===== config.mk =====
export PLATFORM = sky130hd
export DESIGN_NAME = ras_circular_ckpt
export DESIGN_NICKNAME = d
export VERILOG_FILES = /design/src/rtl/ras_circular_ckpt_pkg.sv /design/src/rtl/ras_circular_ckpt.sv
export SDC_FILE = /design/constraint.sdc
export NUM_CORES = 1
export LEC_CHECK = 0
export CAP_MARGIN = 5
export CORE_ASPECT_RATIO = 1.1
export CORE_UTILIZATION = 30
export CTS_BUF_LIST = sky130_fd_sc_hd__clkbuf_4 sky130_fd_sc_hd__clkbuf_8
export DETAILED_ROUTE_END_ITERATION = 16
export PLACE_DENSITY = 0.57
export SLEW_MARGIN = 40
export SYNTH_ARGS = -nofsm -noshare
export SYNTH_HDL_FRONTEND = slang
export SYNTH_SLANG_ARGS = --single-unit

===== constraint.sdc =====
create_clock -name clk_i -period 5.97 [get_ports clk_i]
set_clock_uncertainty 0.05 [all_clocks]
set_input_delay 1.4925 -clock clk_i [delete_from_list [all_inputs] [get_ports clk_i]]
set_output_delay 1.4925 -clock clk_i [all_outputs]
set_load 0.05 [all_outputs]

===== src/rtl/ras_circular_ckpt_pkg.sv =====
// Shared frontend return-address-stack definitions: checkpoint bundle carried
// with each predicted branch, plus the pointer-width helper.
package ras_circular_ckpt_pkg;

  localparam int unsigned RAS_DEPTH = 32'd2;
  localparam int unsigned RAS_REP_W = 32'd2;

  function automatic int unsigned ras_ptr_w(input int unsigned depth);
    return (depth > 32'd1) ? $clog2(depth) : 32'd1;
  endfunction

  localparam int unsigned RAS_PTR_W = ras_ptr_w(RAS_DEPTH);

  typedef struct packed {
    logic [RAS_PTR_W-1:0] ptr;
    logic [RAS_PTR_W:0]   cnt;
    logic [RAS_REP_W-1:0] rep;
  } ras_ckpt_t;

endpackage


===== src/rtl/ras_circular_ckpt.sv =====
// Circular return-address stack with pointer checkpoint/restore.
// Optional recursion compression (per-entry repeat counters) under RAS_REPEAT_CNT_EN.
module ras_circular_ckpt
  import ras_circular_ckpt_pkg::*;
#(
  parameter int unsigned DEPTH = 2,
  parameter int unsigned VLEN  = 64,
  parameter int unsigned REP_W = 2,
  parameter int unsigned PTR_W = ras_ptr_w(DEPTH)
) (
  input  logic             clk_i,
  input  logic             rst_ni,
  input  logic             flush_bp_i,
  input  logic             push_i,
  input  logic             pop_i,
  input  logic [VLEN-1:0]  data_i,
  output logic [VLEN-1:0]  data_o,
  output logic             valid_o,
  output logic [PTR_W-1:0] ckpt_ptr_o,
  output logic [PTR_W:0]   ckpt_cnt_o,
  output logic [REP_W-1:0] ckpt_rep_o,
  input  logic             restore_i,
  input  logic [PTR_W-1:0] restore_ptr_i,
  input  logic [PTR_W:0]   restore_cnt_i,
  input  logic [REP_W-1:0] restore_rep_i,
  output logic             overflow_o,
  output logic             underflow_o
);

  localparam logic [PTR_W:0]   DEPTH_C = (PTR_W+1)'(DEPTH);
  localparam logic [PTR_W:0]   CNT_ONE = (PTR_W+1)'(1);
  localparam logic [PTR_W-1:0] PTR_ONE = PTR_W'(1);
  localparam logic [REP_W-1:0] REP_ONE = REP_W'(1);

  logic [VLEN-1:0]  mem_q [DEPTH];
  logic [PTR_W-1:0] tos_q, tos_d;
  logic [PTR_W:0]   cnt_q, cnt_d;
  logic             ovf_q, ovf_d;
  logic             unf_q, unf_d;

  logic             we_s;
  logic [PTR_W-1:0] waddr_s;
  logic [PTR_W-1:0] ptr_inc_s;
  logic             rep_clr_all_s;
  logic             rep_we_s;
  logic [PTR_W-1:0] rep_addr_s;
  logic [REP_W-1:0] rep_wdata_s;
  logic [REP_W-1:0] top_rep_s;
  logic             rep_inc_ok_s;

  assign ptr_inc_s = tos_q + PTR_ONE;

  // Next-state decode: flush beats restore, restore beats push/pop.
  always_comb begin
    tos_d         = tos_q;
    cnt_d         = cnt_q;
    ovf_d         = 1'b0;
    unf_d         = 1'b0;
    we_s          = 1'b0;
    waddr_s       = tos_q;
    rep_clr_all_s = 1'b0;
    rep_we_s      = 1'b0;
    rep_addr_s    = tos_q;
    rep_wdata_s   = '0;
    if (flush_bp_i) begin
      cnt_d         = '0;
      rep_clr_all_s = 1'b1;
    end else if (restore_i) begin
      tos_d       = restore_ptr_i;
      cnt_d       = (restore_cnt_i > DEPTH_C) ? DEPTH_C : restore_cnt_i;
      rep_we_s    = 1'b1;
      rep_addr_s  = restore_ptr_i;
      rep_wdata_s = restore_rep_i;
    end else if (push_i && pop_i && (cnt_q != '0)) begin
      // Coroutine swap: replace top in place.
      we_s     = 1'b1;
      waddr_s  = tos_q;
      rep_we_s = 1'b1;
    end else if (push_i) begin
      if (rep_inc_ok_s) begin
        rep_we_s    = 1'b1;
        rep_wdata_s = top_rep_s + REP_ONE;
      end else begin
        tos_d      = ptr_inc_s;
        we_s       = 1'b1;
        waddr_s    = ptr_inc_s;
        rep_we_s   = 1'b1;
        rep_addr_s = ptr_inc_s;
        if (cnt_q == DEPTH_C) begin
          ovf_d = 1'b1;
        end else begin
          cnt_d = cnt_q + CNT_ONE;
        end
      end
    end else if (pop_i) begin
      if (cnt_q == '0) begin
        unf_d = 1'b1;
      end else if (top_rep_s != '0) begin
        rep_we_s    = 1'b1;
        rep_wdata_s = top_rep_s - REP_ONE;
      end else begin
        tos_d = tos_q - PTR_ONE;
        cnt_d = cnt_q - CNT_ONE;
      end
    end else begin
      tos_d = tos_q;
    end
  end

  // Pointer, occupancy and event pulse registers.
  always_ff @(posedge clk_i or negedge rst_ni) begin
    if (!rst_ni) begin
      tos_q <= '0;
      cnt_q <= '0;
      ovf_q <= 1'b0;
      unf_q <= 1'b0;
    end else begin
      tos_q <= tos_d;
      cnt_q <= cnt_d;
      ovf_q <= ovf_d;
      unf_q <= unf_d;
    end
  end

  // Return-address storage; only one entry is written per cycle.
  always_ff @(posedge clk_i or negedge rst_ni) begin
    if (!rst_ni) begin
      for (int i = 0; i < DEPTH; i++) mem_q[i] <= '0;
    end else if (we_s) begin
      mem_q[waddr_s] <= data_i;
    end
  end

`ifdef RAS_REPEAT_CNT_EN
  localparam logic [REP_W-1:0] REP_MAX = '1;
  logic [REP_W-1:0] rep_q [DEPTH];

  // Repeat counters: flush clears all, otherwise one addressed update.
  always_ff @(posedge clk_i or negedge rst_ni) begin
    if (!rst_ni) begin
      for (int i = 0; i < DEPTH; i++) rep_q[i] <= '0;
    end else if (rep_clr_all_s) begin
      for (int i = 0; i < DEPTH; i++) rep_q[i] <= '0;
    end else if (rep_we_s) begin
      rep_q[rep_addr_s] <= rep_wdata_s;
    end
  end

  assign top_rep_s    = rep_q[tos_q];
  assign rep_inc_ok_s = (cnt_q != '0) && (data_i == mem_q[tos_q]) && (top_rep_s != REP_MAX);
`else
  logic unused_rep_s;
  assign top_rep_s    = '0;
  assign rep_inc_ok_s = 1'b0;
  assign unused_rep_s = ^{restore_rep_i, rep_we_s, rep_addr_s, rep_wdata_s, rep_clr_all_s};
`endif

  assign data_o      = mem_q[tos_q];
  assign valid_o     = (cnt_q != '0);
  assign ckpt_ptr_o  = tos_q;
  assign ckpt_cnt_o  = cnt_q;
  assign ckpt_rep_o  = top_rep_s;
  assign overflow_o  = ovf_q;
  assign underflow_o = unf_q;

endmodule


# == Yosys cells after proc, flatten, opt, wreduce, memory -nomap -nowiden ==
# Index checks and enable logic that the tools add are counted.
# word_totals
regBits,133
input_bits,75
out_inout_bits,72
elab_cells,70
# classes
addsub,4
magnitude_cmp,4
n_eq_ne,6
mux,38
bitwise,3
reduce_logical,9
# op_table
cell,count
$mux 64,4
$bwmux 128,1
$demux 64 s1,1
$mux 1,24
$mux 2,8
$ne 4x4->1 const B,2
$reduce_and 4->1,2
$ne 3x3->1 const B,2
$ge 2x2->1 const B,2
$not 1->2,2
$reduce_bool 4->1,1
$logic_and 1x1->1,3
$reduce_bool 3->1,1
$add 2x1->2 const B,1
$eq 2x2->1 const B,1
$gt 2x2->1 const B,1
$logic_not 2->1,1
$lt 2x1->1 const B,1
$ne 2x2->1 const B,1
$reduce_bool 2->1,1
$sub 2x1->2 const B,1
$add 1x1->1 const B,1
$not 1->1,1
$sub 1x1->1 const B,1

# == Depth between registers and ports, before layout ==
# Gate-level depths: netlist of the first run.
# logic_depth
word_depth,11
depth_mapped,6
mapped_depth_nobuf,4

# == Least setup slack after synthesis of the first run ==
# Ideal clock, no wire load.
# synth_path
kind,register to output
start,"register tos_q, in the netlist ckpt_ptr_o"
end,output port data_o[11]
arrival_time_ns,1.897
slack_ns,2.531
stages_incl_launch_ff,5
cell_sequence,dfrtp_1 clkbuf_1 buf_2 buf_1 mux2_2
# synth_between
elab_chain_cells,4
# synth_rtl
item,line_no,text
start: declaration,ras_circular_ckpt.sv:36,"logic [PTR_W-1:0] tos_q, tos_d;"
start signal: assignment,ras_circular_ckpt.sv:118,tos_q <= tos_d;
$not 1->2 (not written as such),ras_circular_ckpt.sv:158,assign data_o = mem_q[tos_q];
$mux 64 (not written as such) (3 in series),ras_circular_ckpt.sv:158,
end: declaration,ras_circular_ckpt.sv:17,"output logic [VLEN-1:0] data_o,"
# No other way between the ends. The select of a mux whose other input is x is not followed.

# == Final worst setup path of the first run ==
# layout_path
start,"register tos_q, in the netlist ckpt_ptr_o"
end,output port data_o[32]
# The elaborated chain is that of the path after synthesis.

==> impl_metrics.ini, run 1 <==
[worst_setup_path]
timing.reg2reg.worst_path_depth = 6
cp_data_arrival_time_ns = 2.78
crit_fanout = 35
critical_path.startpoint_type = flip-flop
critical_path.reg2reg.endpoint = mem_q[102]
setup_slack_reg_to_reg_ns = 3.00
endpoint = data_o[32]
critical_path_required_ns = 4.43
startpoint = ckpt_ptr_o
crit_path_capture_type = output pin
worst_r2r_startpoint = ckpt_ptr_o
path_class = flip-flop to output pin

[clock_network]
postCtsHoldBufs = 0
maximum_buffer_depth_of_the_clock_tree = 2
cts.repair_timing.setup_buffer_count = 0
tritoncts_clock_tree = yes
clk-insertion-delay-late_ns = 0.43
cts_root_buffer = sky130_fd_sc_hd__clkbuf_8
ctsHtreeMaxLevel = 4
clk_transition_reported_paths_ns = 0.09
tritoncts.num_buffers = 17
num_clock_sinks = 133
cts.repair.resized = 0

[route]
via_count = 3640
drt-pass1-iter-count = 4
antenna_violating_nets_post_route = 0
detailedRoute.firstIterationViolations = 81
average_routed_wire_per_standard_cell_um = 16.6
drc = 0
route.final.wire_length_um = 13100
vias_per_cell = 4.61

[hold_path]
hold_removal_path_class = flip-flop to flip-flop

[timing]
post_route_fraction_of_the_period_consumed_by_the_critical_path_pct = 72.4
measured_slew_at_the_worst_slew_check_pin_ns = 0.697
layout_min_cycle_time_ns = 4.32
whs_ns = 0.448
post-route-worst-setup-slack_ns = 1.65
timing.setup.tns_ns = 0
grt_setup_unrepaired = false
slew_headroom_pct = 53.5
final-setup-viol-count = 0
finalHoldViolations = 0
report.final.slew_viol_count = 0
fmaxAchievable_ghz = 0.231

[pwr]
cellPowerDensity_nw_per_um2 = 536
vdd_ir_drop_max_mv = 0.277
power_after_layout_mw = 4.39
power.static_leakage_nw = 3.62

[global_route]
gr-usage-met2_pct = 21.3
grt_overflow_total = 0
grt_use_met1_pct = 16.1
use_met3_pct = 5.59
grt_max_degree = 83
number_of_global_route_vias_before_repair = 4055
globalRoute.busiestLayer = met2
grt_antenna_before_repair = 0
global_route_wire_length_before_repair_um = 20900
gr-usage-all-layers_pct = 13.3

[die]
initial_core_util_pct = 30.7
chipHeight_um = 151
io_pins = 147
floorplan.rows = 54
fp.coreArea_um2 = 19800
floorplan.die.width_um = 138
dieArea_um2 = 20800

[synthesis]
post_synth_main_area_contributors = sky130_fd_sc_hd__dfrtp_1 55%, sky130_fd_sc_hd__mux2_2 24%, sky130_fd_sc_hd__mux2_4 15%
synth.cell_area_um2 = 6070
synthesis.area_per_instance_um2 = 16.0
instance_count_of_the_mapped_netlist = 379
cell_taking_the_most_area_after_synthesis = sky130_fd_sc_hd__dfrtp_1
synth.yosys.warnings = 0
synth-seq-area-share_pct = 54.8
synth.ff_latch_count = 133
synth_top_cell_area_share_pct = 54.8
post_synth_num_cell_types = 29

[layout]
antenna_cells = 0
fill_cells = 1837
multi_input_area_um2 = 2590
final-seq-area_um2 = 3330
stdcell_count = 790
post-route-cell-area_um2 = 8190
utilization_pct = 41.4
fin_nets = 600
signed_area_change_from_the_synthesized_netlist_to_the_final_layout_pct = 35.0
final_layout_size_suffix_gt1_share_pct = 43.7

[placement]
finalWeightedCongestion = 0.754
dpl_cell_area_um2 = 7740
placed_cells_incl_taps = 757
io_buffers = 142
place_ws_ns = 1.73
dpl.hpwl_um = 8540

[status]
status = finished clean

[job]
number_of_max_capacitance_violations_reported = 0
layout make-up:
class / count / share of cell area, %
timing repair buffer: 150 / 18.6
sequential: 133 / 40.7
clock buffer: 17 / 2.86
multi-input combinational: 223 / 31.7
clock inverter: 15 / 2.37
tap: 252 / 3.85
cell families after synthesis:
group | synth area share [%]
flip-flops | 54.8
AND/OR/NAND/NOR | 1.65
AO/OA/AOI/OAI | 0.866
XOR/XNOR | 0.433
other | 0.0618
multiplexers | 39.5
buffers and inverters | 2.64
metal layers:
metal	vias up	routed length (um)	share of wire [%]
li1	1646	-	-
met1	1895	5660	43
met2	86	6410	49
met3	13	882	6.7
met4	0	124	0.95
met5	-	0	0
registers in the layout, indices dropped and copies added, names as in the netlist:
register and count:
mem_q 128, ckpt_cnt_o 2, ckpt_ptr_o 1, overflow_o 1, underflow_o 1
how the worst min path moves through the flow:
stage,slack (ns),cells past startpoint,end,start
2_1_floorplan,0.41,1,mem_q[1],mem_q[1]
3_3_place_gp,0.42,1,mem_q[30],mem_q[30]
3_5_place_dp,0.43,1,mem_q[30],mem_q[30]
4_1_cts,0.45,1,mem_q[30],mem_q[30]
5_1_grt,0.46,1,mem_q[38],mem_q[38]
6_report,0.45,1,mem_q[30],mem_q[30]
layout by cell type (no fill, tap or decap), types with 2 or more instances in the layout:
| master | n |
|---|---|
| sky130_fd_sc_hd__clkdlybuf4s50_1 | 141 |
| sky130_fd_sc_hd__dfrtp_1 | 132 |
| sky130_fd_sc_hd__mux2_2 | 128 |
| sky130_fd_sc_hd__mux2_4 | 60 |
| sky130_fd_sc_hd__clkbuf_8 | 18 |
| sky130_fd_sc_hd__buf_4 | 5 |
| sky130_fd_sc_hd__nand2_1 | 4 |
| sky130_fd_sc_hd__mux2_1 | 4 |
| sky130_fd_sc_hd__clkinv_4 | 4 |
| sky130_fd_sc_hd__xor2_1 | 3 |
| sky130_fd_sc_hd__bufinv_16 | 3 |
| sky130_fd_sc_hd__inv_6 | 3 |
| sky130_fd_sc_hd__buf_12 | 3 |
| sky130_fd_sc_hd__or2_2 | 2 |
| sky130_fd_sc_hd__a21oi_1 | 2 |
| sky130_fd_sc_hd__o21ai_0 | 2 |
| sky130_fd_sc_hd__nor2b_1 | 2 |
| sky130_fd_sc_hd__nand3b_1 | 2 |
| sky130_fd_sc_hd__conb_1 | 2 |
| sky130_fd_sc_hd__inv_8 | 2 |
| sky130_fd_sc_hd__clkinvlp_4 | 2 |
critical path: stages (launching register included):
cell	delay [ns]
sky130_fd_sc_hd__dfrtp_4	0.76
sky130_fd_sc_hd__buf_4	0.42
sky130_fd_sc_hd__mux2_2	0.38
sky130_fd_sc_hd__clkdlybuf4s50_1	0.73
synthesized netlist by cell type (all sizes together):
master	count
a21oi	2
a22oi	1
buf	20
clkbuf	4
conb	1
dfrtp	133
mux2	192
mux2i	1
nand2	4
nand2b	1
nand3	2
nand3b	2
nor2	1
nor2b	2
nor3	1
nor4b	1
o211ai	1
o21ai	3
o311ai	1
or2	3
xor2	3
where the power goes:
| part | leakage (nW) | internal [mW] | switching (mW) |
|---|---|---|---|
| clock | 0.211 | 0.424 | 0.394 |
| sequential | 1.60 | 1.26 | 0.197 |
| combinational | 1.81 | 0.969 | 1.14 |
No activity file was read; power rests on OpenSTA's default activity.
==> run 2: changes to the inputs <==
PLACE_DENSITY = 0.59   (was 0.57)
clock period = 3.7 ns   (was 5.97 ns; I/O delays follow)
==> impl_metrics.ini, run 2 (synthesis results as in run 1) <==
[layout]
stdcell_count = 789
signed_area_change_from_the_synthesized_netlist_to_the_final_layout_pct = 34.9
fill_cells = 1822
final_layout_size_suffix_gt1_share_pct = 43.6
fin_nets = 599
multi_input_area_um2 = 2590
antenna_cells = 0
post-route-cell-area_um2 = 8190
largest_register_by_flop_count = mem_q
flip_flop_count_of_the_largest_register_all_copies_and_words_added = 128
final_common_cell = sky130_fd_sc_hd__clkdlybuf4s50_1
final-seq-area_um2 = 3330
final_cell_mix = 141 x sky130_fd_sc_hd__clkdlybuf4s50_1, 132 x sky130_fd_sc_hd__dfrtp_1, 128 x sky130_fd_sc_hd__mux2_2

[timing]
layout_min_cycle_time_ns = 3.51
final-setup-viol-count = 0
finalHoldViolations = 0
measured_slew_at_the_worst_slew_check_pin_ns = 0.709
timing.setup.tns_ns = 0
fmaxAchievable_ghz = 0.285
post_route_fraction_of_the_period_consumed_by_the_critical_path_pct = 94.8
slew_headroom_pct = 52.7
post-route-worst-setup-slack_ns = 0.192
report.final.slew_viol_count = 0
whs_ns = 0.444
grt_setup_unrepaired = false

[worst_setup_path]
startpoint = ckpt_ptr_o
timing.critical_path.slowest_stage_cell = sky130_fd_sc_hd__clkdlybuf4s50_1
crit_path_capture_type = output pin
worstPathCellList = buf_12 > mux2_2 > clkdlybuf4s50_1
critical_path.reg2reg.endpoint = mem_q[66]
crit_fanout = 26
worst_r2r_startpoint = ckpt_ptr_o
timing.reg2reg.worst_path_depth = 5
setup_slack_reg_to_reg_ns = 1.14
critical_path_required_ns = 2.72
cp_data_arrival_time_ns = 2.53
timing.critical_path.slowest_cell_delay_ns = 0.73
endpoint = data_o[15]
critical_path.startpoint_type = flip-flop
path_class = flip-flop to output pin

[hold_path]
hold_removal_path_class = flip-flop to flip-flop

[die]
chipHeight_um = 151
dieArea_um2 = 20800
initial_core_util_pct = 30.7
io_pins = 147
floorplan.die.width_um = 138
floorplan.rows = 54
fp.coreArea_um2 = 19800

[clock_network]
cts.repair_timing.setup_buffer_count = 0
maximum_buffer_depth_of_the_clock_tree = 2
cts_root_buffer = sky130_fd_sc_hd__clkbuf_8
postCtsHoldBufs = 0
clk_transition_reported_paths_ns = 0.08
tritoncts_clock_tree = yes
ctsHtreeMaxLevel = 4
clk-insertion-delay-late_ns = 0.42
num_clock_sinks = 133
cts.repair.resized = 0
tritoncts.num_buffers = 17

[route]
drc = 0
average_routed_wire_per_standard_cell_um = 16.4
antenna_violating_nets_post_route = 0
route.final.wire_length_um = 13000
drt-pass1-iter-count = 4
detailedRoute.firstIterationViolations = 98
vias_per_cell = 4.56
via_count = 3595

[pwr]
vdd_ir_drop_max_mv = 0.396
cellPowerDensity_nw_per_um2 = 855
power.static_leakage_nw = 3.61

[global_route]
gr-usage-all-layers_pct = 13.0
grt_overflow_total = 0
grt_antenna_before_repair = 0
number_of_global_route_vias_before_repair = 3925
grt_max_degree = 76
global_route_wire_length_before_repair_um = 20300

[placement]
place_ws_ns = 0.462
dpl_cell_area_um2 = 7790
dpl.hpwl_um = 8220
placed_cells_incl_taps = 757
io_buffers = 142
finalWeightedCongestion = 0.745

[status]
status = finished clean

[job]
number_of_max_capacitance_violations_reported = 0
==> run 2: cell count changes in the layout (fill, tap and decap cells not counted), sizes merged <==
cell | previous run | this run
bufinv | 3 | 2
clkbuf | 18 | 20
clkinv | 5 | 6
clkinvlp | 2 | 3
inv | 5 | 1
==> run 2: per-layer routing <==
metal,track usage [%],part of all wire (%),vias up,wire length [um]
met2,21.1,49,94,6400
li1,-,-,1644,-
met3,4.59,5.5,7,718
met4,4.51,0.72,0,93
met1,15.9,44,1850,5760
met5,0,0,-,0
==> run 2: area by class of cell <==
| cell class | instances | area share (%) |
|---|---|---|
| Timing Repair Buffer | 149 | 18.9 |
| Tap cell | 252 | 3.85 |
| Multi-Input combinational cell | 223 | 31.7 |
| Sequential cell | 133 | 40.7 |
| Clock buffer | 20 | 3.29 |
| Clock inverter | 12 | 1.57 |
==> run 2: worst min path at each step <==
stage                      to  startpoint  cells past startpoint  slack, ns
floorplan            mem_q[1]    mem_q[1]                      1       0.41
global placement    mem_q[30]   mem_q[30]                      1       0.42
detailed placement  mem_q[30]   mem_q[30]                      1       0.43
CTS                 mem_q[30]   mem_q[30]                      1       0.45
global route         mem_q[2]    mem_q[2]                      1       0.46
finish              mem_q[30]   mem_q[30]                      1       0.44
==> run 2: critical path: cells and delay by family, from the launching register on <==
kind	cells	cell delay, ns
flip-flops	1	0.72
multiplexers	1	0.36
buffers and inverters	2	1.01
==> run 2: through the flow <==
step	utilization, %	power [mW]
after floorplan	-	4.81
after global placement	39.3	5.74
after detailed placement	39.3	5.82
after CTS	41.4	7.09
after global routing	41.4	7.36
final	41.4	7.00
==> run 2: power by group <==
part / leakage, nW / switching (mW) / internal (mW) / total, mW
Combinational: 1.82 / 1.86 / 1.57 / 3.44
Clock: 0.198 / 0.580 / 0.641 / 1.22
Sequential: 1.60 / 0.305 / 2.03 / 2.34
==> run 3: changes to the inputs <==
PLACE_DENSITY = 0.57   (was 0.59)
clock period = 3.85 ns   (was 3.7 ns; I/O delays follow)
==> impl_metrics.ini, run 3 (synthesis results as in run 1) <==
[status]
status = finished clean

[route]
antenna_violating_nets_post_route = 0
average_routed_wire_per_standard_cell_um = 16.4
top_signal_layer_used = met4
route.final.wire_length_um = 13000
detailroute.wirelength.met2_um = 6370
drt-pass1-iter-count = 4
via_count = 3609
met1Wirelength_um = 5640
detailedRoute.firstIterationViolations = 85
drc = 0
met3WireLength_um = 831
vias_per_cell = 4.56

[die]
initial_core_util_pct = 30.7
chipHeight_um = 151
floorplan.die.width_um = 138
dieArea_um2 = 20800
io_pins = 147
floorplan.rows = 54
fp.coreArea_um2 = 19800

[timing]
layout_min_cycle_time_ns = 3.69
whs_ns = 0.451
slew_headroom_pct = 49.7
measured_slew_at_the_worst_slew_check_pin_ns = 0.755
grt_setup_unrepaired = false
finalHoldViolations = 0
final-setup-viol-count = 0
post_route_fraction_of_the_period_consumed_by_the_critical_path_pct = 96.0
fmaxAchievable_ghz = 0.271
report.final.slew_viol_count = 0
timing.setup.tns_ns = 0

[pwr]
power.static_leakage_nw = 3.61
cellPowerDensity_nw_per_um2 = 821
vdd_ir_drop_max_mv = 0.475

[clock_network]
cts.repair_timing.setup_buffer_count = 0
ctsHtreeMaxLevel = 4
tritoncts.num_buffers = 17
postCtsHoldBufs = 0
maximum_buffer_depth_of_the_clock_tree = 2
tritoncts_clock_tree = yes
clk_transition_reported_paths_ns = 0.08
cts_root_buffer = sky130_fd_sc_hd__clkbuf_8
clk-insertion-delay-late_ns = 0.43
num_clock_sinks = 133
cts.repair.resized = 0

[worst_setup_path]
path_class = flip-flop to output pin
crit_path_capture_type = output pin
worst_r2r_startpoint = ckpt_ptr_o
critical_path_required_ns = 2.84
cp_data_arrival_time_ns = 2.68
critical_path.startpoint_type = flip-flop
startpoint = ckpt_ptr_o
crit_fanout = 30

[placement]
dpl.hpwl_um = 8430
io_buffers = 142
finalWeightedCongestion = 0.686
placed_cells_incl_taps = 759
dpl_cell_area_um2 = 7790

[layout]
largest_register_by_flop_count = mem_q
antenna_cells = 0
final_cell_mix = 141 x sky130_fd_sc_hd__clkdlybuf4s50_1, 132 x sky130_fd_sc_hd__dfrtp_1, 128 x sky130_fd_sc_hd__mux2_2
final_layout_size_suffix_gt1_share_pct = 43.8
flip_flop_count_of_the_largest_register_all_copies_and_words_added = 128
fill_cells = 1806
signed_area_change_from_the_synthesized_netlist_to_the_final_layout_pct = 34.9
utilization_pct = 41.4
stdcell_count = 791
final_common_cell = sky130_fd_sc_hd__clkdlybuf4s50_1
post-route-cell-area_um2 = 8190
fin_nets = 601

[global_route]
gr-usage-all-layers_pct = 13.2
grt_max_degree = 73
grt_antenna_before_repair = 0
number_of_global_route_vias_before_repair = 3917
global_route_wire_length_before_repair_um = 20700
grt_overflow_total = 0

[hold_path]
hold_removal_path_class = flip-flop to flip-flop
min-delay-start = mem_q[26]

[job]
number_of_max_capacitance_violations_reported = 0
## run 3: metrics by stage
| stage | power (mW) | setup WS [ns] |
|---|---|---|
| after floorplan | 4.62 | 0.941 |
| after global placement | 5.53 | 0.595 |
| after detailed placement | 5.59 | 0.571 |
| after CTS | 6.82 | 0.0794 |
| after global routing | 7.09 | 0.000526 |
| final | 6.73 | 0.155 |
## run 3: layout make-up
class	count	area, um2	area share (%)
tap	252	315	3.85
clock buffer	21	270	3.30
multi-input combinational	223	2590	31.7
clock inverter	11	126	1.54
sequential	133	3330	40.7
timing repair buffer	151	1550	19.0
## run 3: final timing paths
kind | end | slack (ns) | cells past startpoint
max reg2reg | mem_q[65] | 1.11 | 5
min | mem_q[26] | 0.45 | 1
max | data_o[8] | 0.16 | 3
min reg2reg | mem_q[26] | 0.45 | 1
max in group asynchronous | mem_q[103] | 2.44 | 2
min in group asynchronous | mem_q[35] | 0.48 | 1
## run 3: worst max-delay path: stages, from the launching register on
cell	delay, ns
sky130_fd_sc_hd__dfrtp_2	0.84
sky130_fd_sc_hd__buf_12	0.29
sky130_fd_sc_hd__mux2_2	0.35
sky130_fd_sc_hd__clkdlybuf4s50_1	0.72
## run 3: report_power, final
part	internal [mW]	leakage [nW]	switching, mW
registers	1.95	1.60	0.303
logic	1.51	1.82	1.78
clock network	0.617	0.193	0.561
total	4.08	3.61	2.64
## run 3: per-layer routing
metal	track usage, %	vias to the layer above
met5	0	-
met4	3.96	0
met3	4.82	9
met2	21.6	93
met1	16.1	1859
li1	-	1648
